$ cat src/rtl/dsp_mac_sequencer.sv
// Sequencer that runs one DSP48A1 slice as a signed multiply-accumulate engine:
// streams operand pairs into A/B, issues pipeline-aligned OPMODE codes, drains and captures P.
module dsp_mac_sequencer #(
  parameter int LEN_W   = 8,
  parameter int OPM_DLY = 1,
  parameter int P_LAT   = 3
) (
  input  logic              clk,
  input  logic              rst,
  input  logic              start,
  input  logic [LEN_W-1:0]  len,
  output logic              busy,
  output logic              done,
  input  logic              s_valid,
  output logic              s_ready,
  input  logic [17:0]       s_a,
  input  logic [17:0]       s_b,
  output logic [17:0]       dsp_a,
  output logic [17:0]       dsp_b,
  output logic [7:0]        dsp_opmode,
  output logic              dsp_ce,
  input  logic [47:0]       dsp_p,
  output logic [47:0]       result,
  output logic              result_valid
);

  localparam logic [7:0] OPM_IDLE  = 8'h00;
  localparam logic [7:0] OPM_FIRST = 8'h01;  // X=M, Z=0
  localparam logic [7:0] OPM_ACC   = 8'h09;  // X=M, Z=P
  localparam logic [7:0] OPM_HOLD  = 8'h08;  // X=0, Z=P
  localparam int         DRN_W     = $clog2(P_LAT + 2);

  typedef enum logic [1:0] {
    S_IDLE,
    S_ACCUM,
    S_DRAIN
  } state_t;

  state_t           state, state_nxt;
  logic [LEN_W-1:0] remaining;
  logic             first_flag;
  logic [DRN_W-1:0] drain_cnt;
  logic [7:0]       opm_line_in;
  logic [7:0]       opm_pipe [0:OPM_DLY];
  logic             beat;
  logic             drain_last;

  // NOTE: every signal written here gets a default first, so no path can leave one unassigned and infer a latch.
  always_comb begin
    state_nxt   = state;
    opm_line_in = OPM_IDLE;
    s_ready     = 1'b0;
    dsp_ce      = 1'b0;
    beat        = 1'b0;
    drain_last  = 1'b0;
    case (state)
      S_IDLE: begin
        if (start && (len != '0)) state_nxt = S_ACCUM;
      end
      S_ACCUM: begin
        s_ready     = 1'b1;
        dsp_ce      = 1'b1;
        beat        = s_valid;
        opm_line_in = beat ? (first_flag ? OPM_FIRST : OPM_ACC) : OPM_HOLD;
        if (beat && (remaining == LEN_W'(1))) state_nxt = S_DRAIN;
      end
      S_DRAIN: begin
        dsp_ce      = 1'b1;
        opm_line_in = OPM_HOLD;
        if (drain_cnt == DRN_W'(1)) begin
          drain_last = 1'b1;
          state_nxt  = S_IDLE;
        end
      end
      default: state_nxt = S_IDLE;
    endcase
  end

  assign busy = (state != S_IDLE);

  // NOTE: sequential state uses non-blocking assignments so every register samples pre-edge values.
  always_ff @(posedge clk) begin
    if (rst) begin
      state        <= S_IDLE;
      remaining    <= '0;
      first_flag   <= 1'b0;
      drain_cnt    <= '0;
      dsp_a        <= '0;
      dsp_b        <= '0;
      result       <= '0;
      done         <= 1'b0;
      result_valid <= 1'b0;
    end else begin
      state        <= state_nxt;
      done         <= 1'b0;
      result_valid <= 1'b0;
      case (state)
        S_IDLE: begin
          if (start) begin
            if (len != '0) begin
              remaining  <= len;
              first_flag <= 1'b1;
            end else begin
              // Empty job completes immediately without touching the slice.
              result       <= '0;
              done         <= 1'b1;
              result_valid <= 1'b1;
            end
          end
        end
        S_ACCUM: begin
          if (beat) begin
            dsp_a      <= s_a;
            dsp_b      <= s_b;
            first_flag <= 1'b0;
            remaining  <= remaining - LEN_W'(1);
            if (remaining == LEN_W'(1)) drain_cnt <= DRN_W'(P_LAT + 1);
          end
        end
        S_DRAIN: begin
          drain_cnt <= drain_cnt - DRN_W'(1);
          if (drain_last) begin
            result       <= dsp_p;
            done         <= 1'b1;
            result_valid <= 1'b1;
          end
        end
        default: ;
      endcase
    end
  end

  // NOTE: the whole OPMODE delay line is reset so no stale ACC code reaches the slice after a mid-job reset.
  always_ff @(posedge clk) begin
    if (rst) begin
      for (int i = 0; i <= OPM_DLY; i++) opm_pipe[i] <= OPM_IDLE;
    end else begin
      opm_pipe[0] <= opm_line_in;
      for (int i = 1; i <= OPM_DLY; i++) opm_pipe[i] <= opm_pipe[i-1];
    end
  end

  assign dsp_opmode = opm_pipe[OPM_DLY];

endmodule

$ cat config.mk
export PLATFORM = sky130hd
export DESIGN_NAME = dsp_mac_sequencer
export DESIGN_NICKNAME = d
export VERILOG_FILES = /design/src/rtl/dsp_mac_sequencer.sv
export SDC_FILE = /design/constraint.sdc
export NUM_CORES = 1
export LEC_CHECK = 0
export ABC_AREA = 1
export BUFFER_PORTS_ARGS = -buffer_cell sky130_fd_sc_hd__buf_2
export CAP_MARGIN = 20
export CORE_MARGIN = 3
export CORE_UTILIZATION = 48
export DETAILED_ROUTE_END_ITERATION = 10
export GPL_TIMING_DRIVEN = 1
export HOLD_SLACK_MARGIN = 0.05
export PLACE_DENSITY = 0.8
export SKIP_CTS_REPAIR_TIMING = 1
export SYNTH_ARGS = -nofsm -noshare
export SYNTH_HDL_FRONTEND = slang
export SYNTH_SLANG_ARGS = --single-unit
$ cat constraint.sdc
create_clock -name clk -period 2 [get_ports clk]
set_input_delay 0.1 -clock clk [delete_from_list [all_inputs] [get_ports clk]]
set_output_delay 0.1 -clock clk [all_outputs]
set_load 0.02 [all_outputs]
==> metrics, run 1 <==
run status complete, no violations; final hold vios 0; post-synth top area share about 45%; drt first pass iters 5; RSZ-0062 raised after global routing no; register clock-pin slew on the reported worst setup and hold paths around 0.1 ns; Max rail drop VDD about 0.7 mV; post-route DRC violation count 0; DPL Wire Length about 8500 um; largest net degree at the start of global routing a little under 100; synth-to-layout area growth 32.6%; post-route setup TNS 0 ns; Post-synth EDFFs 0; clock sinks slightly above 100; port buffer count around 190; reg2reg start state[1]$_SDFFE_PP0P_; CTS tree yes; post-synthesis sequential area ratio around 45%; Rows 35; MaxCap Viol Count 0; YS warnings 0; worst slack at placement around 0.15 ns; Syn Area/Cell between 6 and 7 um2; FF+latch count, synth around 100; GRT Util Overall 21.1%; Starting Density about 49%; power per cell area about 1300 mW/mm2; critical-path maximum fanout 7; vias per cell ~5; Wirelength per Cell 12.9 um; Startpoint Class flip-flop; TritonCTS buffer count 9; Main synth FF type dfxtp_1; cell taking the most area after synthesis dfxtp_1; Worst Reg-to-Reg Cells 11; Hold Path Class in2reg; Critical Path End Type flip-flop; Reg-to-Reg End remaining[5]$_SDFFE_PP0P_; die area around 0.011 mm2; commonest non-fill, non-tap cell in the layout buf_2; # H-tree levels 3; most frequent cells in the layout buf_2 (186), nor2_1 (147), nand2_1 (146), dfxtp_1 (103), nand3_1 (65); Die Width between 100 and 150 um; NumNets Final 966; Rel. slew slack between 60% and 70%; DP Cell Count around 950; ranking of synthesized cells by area dfxtp_1 (45%), nand2_1 (12%), nor2_1 (12%); Final min period ~1.9 ns; Worst Skew approximately 0.014 ns; antenna violations before repair 0; Finished Layout Cells about 1000; gpl congestion approximately 0.95; vias in the first global route roughly 4.3k; crit path kind reg2reg; worst path required time between 2 and 2.5 ns; Worst Hold Endpoint dsp_a[15]$_SDFFE_PP0P_; Yosys cell types 24; Initial DRC Count roughly 320; Detail Route Antenna Nets 0; slew at the pin closest to its max-slew limit 0.519 ns; CP startpoint state[1]$_SDFFE_PP0P_; Post-Route WL between 10000 and 15000 um; Mapped Cells 670; Via Count 4958; ys async rst share 0%; Clock Path Buffers 2; fin crit share about 93%; Synth Cell Area around 0.0046 mm2; GRT overflow 0; # setup viols final 0; Inserted Diodes 0; Arr. time, crit path 2.15 ns; root buf cell clkbuf_8; Hold Startpoint s_a[15]; Die H 104 um; IO Pins 193; Slew Limit Fails 0; Lkg Pwr approximately 2.9 nW; worst hold path stage count 3; Clock Latency Late Sink about 0.36 ns; Core Box Area 0.00928 mm2; first-pass GRT wire length ~20000 um; Final WS setup between 0.1 and 0.15 ns; layout cells sized above 1 25.8%; Max Fclk approximately 0.54 GHz; flop-to-flop setup slack 0.14 ns
[sequential cells by signal, indices dropped and copies added, names as in the netlist]
name          count
remaining         8
dsp_a            18
state             2
opm_pipe          4
drain_cnt         3
result           48
dsp_b            18
first_flag        1
result_valid      1
[power breakdown]
group,switching [mW],internal [mW],total [mW]
Clock,0.727,0.507,1.23
Combinational,2.45,1.21,3.66
Sequential,0.271,2.50,2.77
Total,3.45,4.22,7.67
[per-layer routing]
layer | vias up | track usage [%] | share of wire (%)
li1 | 2504 | - | -
met1 | 2215 | 25.3 | 41
met2 | 211 | 37.1 | 49
met3 | 28 | 4.30 | 8.2
met4 | 0 | 8.17 | 2.3
met5 | - | 0 | 0
[worst max-delay path by stage]
stage,to,cells after the start
after floorplan,result[6]$_SDFFE_PP0P_,9
after global placement,result[21]$_SDFFE_PP0P_,10
after detailed placement,remaining[1]$_SDFFE_PP0P_,8
after CTS,remaining[1]$_SDFFE_PP0P_,8
after global routing,result[6]$_SDFFE_PP0P_,10
final,remaining[5]$_SDFFE_PP0P_,11
[kinds of logic (layout without fill, tap and decap cells)]
family	Yosys count	in the layout	synth area share, %
AO/OA/AOI/OAI	109	109	12.2
buffers and inverters	85	278	8.89
adder cells (fa/ha/maj)	7	7	1.91
AND/OR/NAND/NOR	365	365	32.0
flip-flops	103	103	44.9
other	1	6	0.0817
[worst max-delay path, stage by stage (launching register included)]
cell and delay (ns):
dfxtp_1 0.38, inv_1 0.08, ha_1 0.25, inv_2 0.12, nor2_1 0.09, a21oi_1 0.26, inv_1 0.12, nor2_4 0.22
nand2_1 0.09, nand2_1 0.06, inv_1 0.04, nor2_1 0.08
[final cells by class]
type	count	area [um2]
fill	813	3200
multi-input combinational	487	2160
sequential	103	2060
timing repair buffer	233	1410
tap	129	161
clock buffer	12	145
inverter	29	109
clock inverter	4	36.3
[cell usage after synthesis, types with 5 or more instances]
master,count
clkbuf_1,28
inv_1,26
buf_4,10
ha_1,7
o21ai_0,45
dfxtp_1,103
nand3_1,65
nand2_1,147
nor2_1,147
a21oi_1,61
buf_2,11
buf_6,5
[metrics by stage]
stage                     hold slack [ns]  area [um2]  util [%]  total power, mW
after floorplan                     0.169        4610         -             5.39
after global placement              0.341        5540      59.7             6.19
after detailed placement            0.348        5540      59.7             6.33
after CTS                         -0.0439        5730      61.7             7.58
after global routing               0.0520        6080      65.5             8.23
final                             0.00993        6080      65.5             7.67
(Power assumes the default switching activity.)
==> run 2: changes to the inputs <==
Settings changed: REMOVE_ABC_BUFFERS set to 1.
==> run 2 against run 1 <==
Effect of this change:
- final area is 0.14% lower
- cell count is 0.30% lower
- clock power barely moved
- highest routed layer unchanged
==> metrics, run 2 (synthesized netlist as in run 1, its figures left out) <==
run status complete, no violations; register clock-pin slew on the reported worst setup and hold paths 0.10 ns (about the same); fillers 790 (-2.8%); Worst path slowest cell dfxtp_1; post-route DRC violation count 0 (unchanged); Wirelength per Cell 12.8 um (-0.80%); Die H 104 um (unchanged); critical-path maximum fanout 38 (+31); dpl cell area 0.00557 mm2 (+0.50%); NumNets Final 963 (-0.31%); final instance area 0.00607 mm2 (-0.14%); gpl congestion 0.881 (-7.3%); most frequent cells in the layout buf_2 (186), nand2_1 (147), nor2_1 (147), dfxtp_1 (103), nand3_1 (65); die area 0.0108 mm2 (unchanged); Reg power frac 36.2% (about the same); CTS tree yes; Startpoint Class flip-flop; Layout Utilization 65.4% (-0.094 points); Regs by FF count result x48, dsp_a x18, dsp_b x18; largest net degree at the start of global routing 90 (-7.2%); layout cells sized above 1 25.9% (+0.090 points); root buf cell clkbuf_8; port buffer count 186 (unchanged); synth-to-layout area growth 32.4%; vias per cell 5.02 (+0.85%); Critical Path End Type flip-flop; Max Fclk 0.534 GHz (-0.76%); Die Width 104 um (unchanged); Lkg Pwr 2.89 nW (-0.47%); # setup viols final 0 (unchanged); drt first pass iters 5 (unchanged); Fin Hold WS 0.0143 ns (+0.00432 ns); Starting Density 49.4% (unchanged); Rows 35 (unchanged); GRT Util Overall 21.1% (about the same); Max rail drop VDD 0.655 mV (-4.5%); Sw Ratio 44.7% (-0.29 points); reg2reg start state[1]$_SDFFE_PP0P_; Arr. time, crit path 2.12 ns (-0.03 ns); antenna violations before repair 0 (unchanged); Initial DRC Count 305 (-3.5%); Post-Route WL 12700 um (-1.1%); DPL Wire Length 8420 um (-1.1%); Via Count 4985 (+0.54%); Comb pwr share 47.5% (-0.3 points); crit path kind reg2reg; number of flip-flops in the largest register 48 (unchanged); TritonCTS buffer count 9 (unchanged); Hold Startpoint s_b[10]; Core Box Area 0.00928 mm2 (unchanged); MaxCap Viol Count 0 (unchanged); IO Pins 193 (unchanged); # H-tree levels 3 (unchanged); Final min period 1.87 ns (+0.0143 ns); Clock Path Buffers 2 (unchanged); Clock Latency Late Sink 0.35 ns (about the same); Inserted Diodes 0 (unchanged); Worst Skew 0.0181 ns (+0.00398 ns); slowest cell delay on critical path 0.39 ns (about the same); Detail Route Antenna Nets 0 (unchanged); Sw Pwr 3.41 mW (-0.98%); clock sinks 103 (unchanged); register area 0.00206 mm2 (unchanged); CP startpoint state[1]$_SDFFE_PP0P_; Clock Power Share 16.3% (+0.2 points); Largest Register result; worst path required time 2.24 ns (-0.05 ns); internal power consumption 4.23 mW (+0.18%); final hold vios 0 (unchanged); Cell Chain, Critical Path inv_1 -> ha_1 -> nand2_1 -> buf_4 -> clkinv_1 -> buf_4 -> nor2_1 -> nor2_1; Slew Limit Fails 0 (unchanged); first-pass GRT wire length 19300 um (-0.46%); vias in the first global route 4319 (+0.84%); multi-input combinational cell area 0.00215 mm2 (-0.23%); commonest non-fill, non-tap cell in the layout buf_2; Hold Path Class in2reg; GRT overflow 0 (unchanged); fin crit share 93.7% (+0.71 points); RSZ-0062 raised after global routing no; power per cell area 1260 mW/mm2 (-0.19%)
-- run 2: worst paths after layout --
path | to | slack (ns) | cells after the start
hold reg to reg | opm_pipe[0][11]$_SDFF_PP0_ | 0.41 | 2
hold / removal | dsp_b[10]$_SDFFE_PP0P_ | 0.01 | 3
setup / recovery | dsp_b[0]$_SDFFE_PP0P_ | 0.13 | 8
setup reg to reg | dsp_b[0]$_SDFFE_PP0P_ | 0.13 | 8
-- run 2: stage by stage --
step	setup slack (ns)	std cells	total power, mW	setup TNS, ns
6_report	0.126	994	7.64	0
5_1_grt	0.0173	994	8.26	0
4_1_cts	0.127	963	7.60	0
3_5_place_dp	0.147	947	6.34	0
3_3_place_gp	0.302	947	6.22	0
2_1_floorplan	-1.80	619	5.19	-96.60
-- run 2: power by group through the flow --
stage	clock network [mW]	registers [mW]	logic, mW
floorplan	0	3.16	2.03
global placement	0	2.78	3.44
detailed placement	0	2.80	3.55
CTS	1.29	2.76	3.56
global route	1.38	2.82	4.06
finish	1.24	2.77	3.63
-- run 2: cell type report --
| type | instances | area share [%] |
|---|---|---|
| clock buffer | 10 | 2.27 |
| clock inverter | 6 | 0.865 |
| inverter | 29 | 1.79 |
| multi-input combinational | 487 | 35.4 |
| sequential | 103 | 33.9 |
| tap | 129 | 2.66 |
| timing repair buffer | 230 | 23.1 |
-- run 2: layer usage --
| layer | GRT usage [%] | vias to the layer above | wire length [um] |
|---|---|---|---|
| met1 | 26.0 | 2212 | 5280 |
| met3 | 6.42 | 28 | 1170 |
| met5 | 0 | - | 0 |
| li1 | - | 2498 | - |
| met4 | 6.08 | 0 | 243 |
| met2 | 35.7 | 247 | 6040 |
-- run 2: critical path, delay by kind of cell, from the launching register on --
kind | cells | cell delay [ns]
adder cells (fa/ha/maj) | 1 | 0.25
buffers and inverters | 4 | 0.77
flip-flops | 1 | 0.39
AND/OR/NAND/NOR | 3 | 0.35
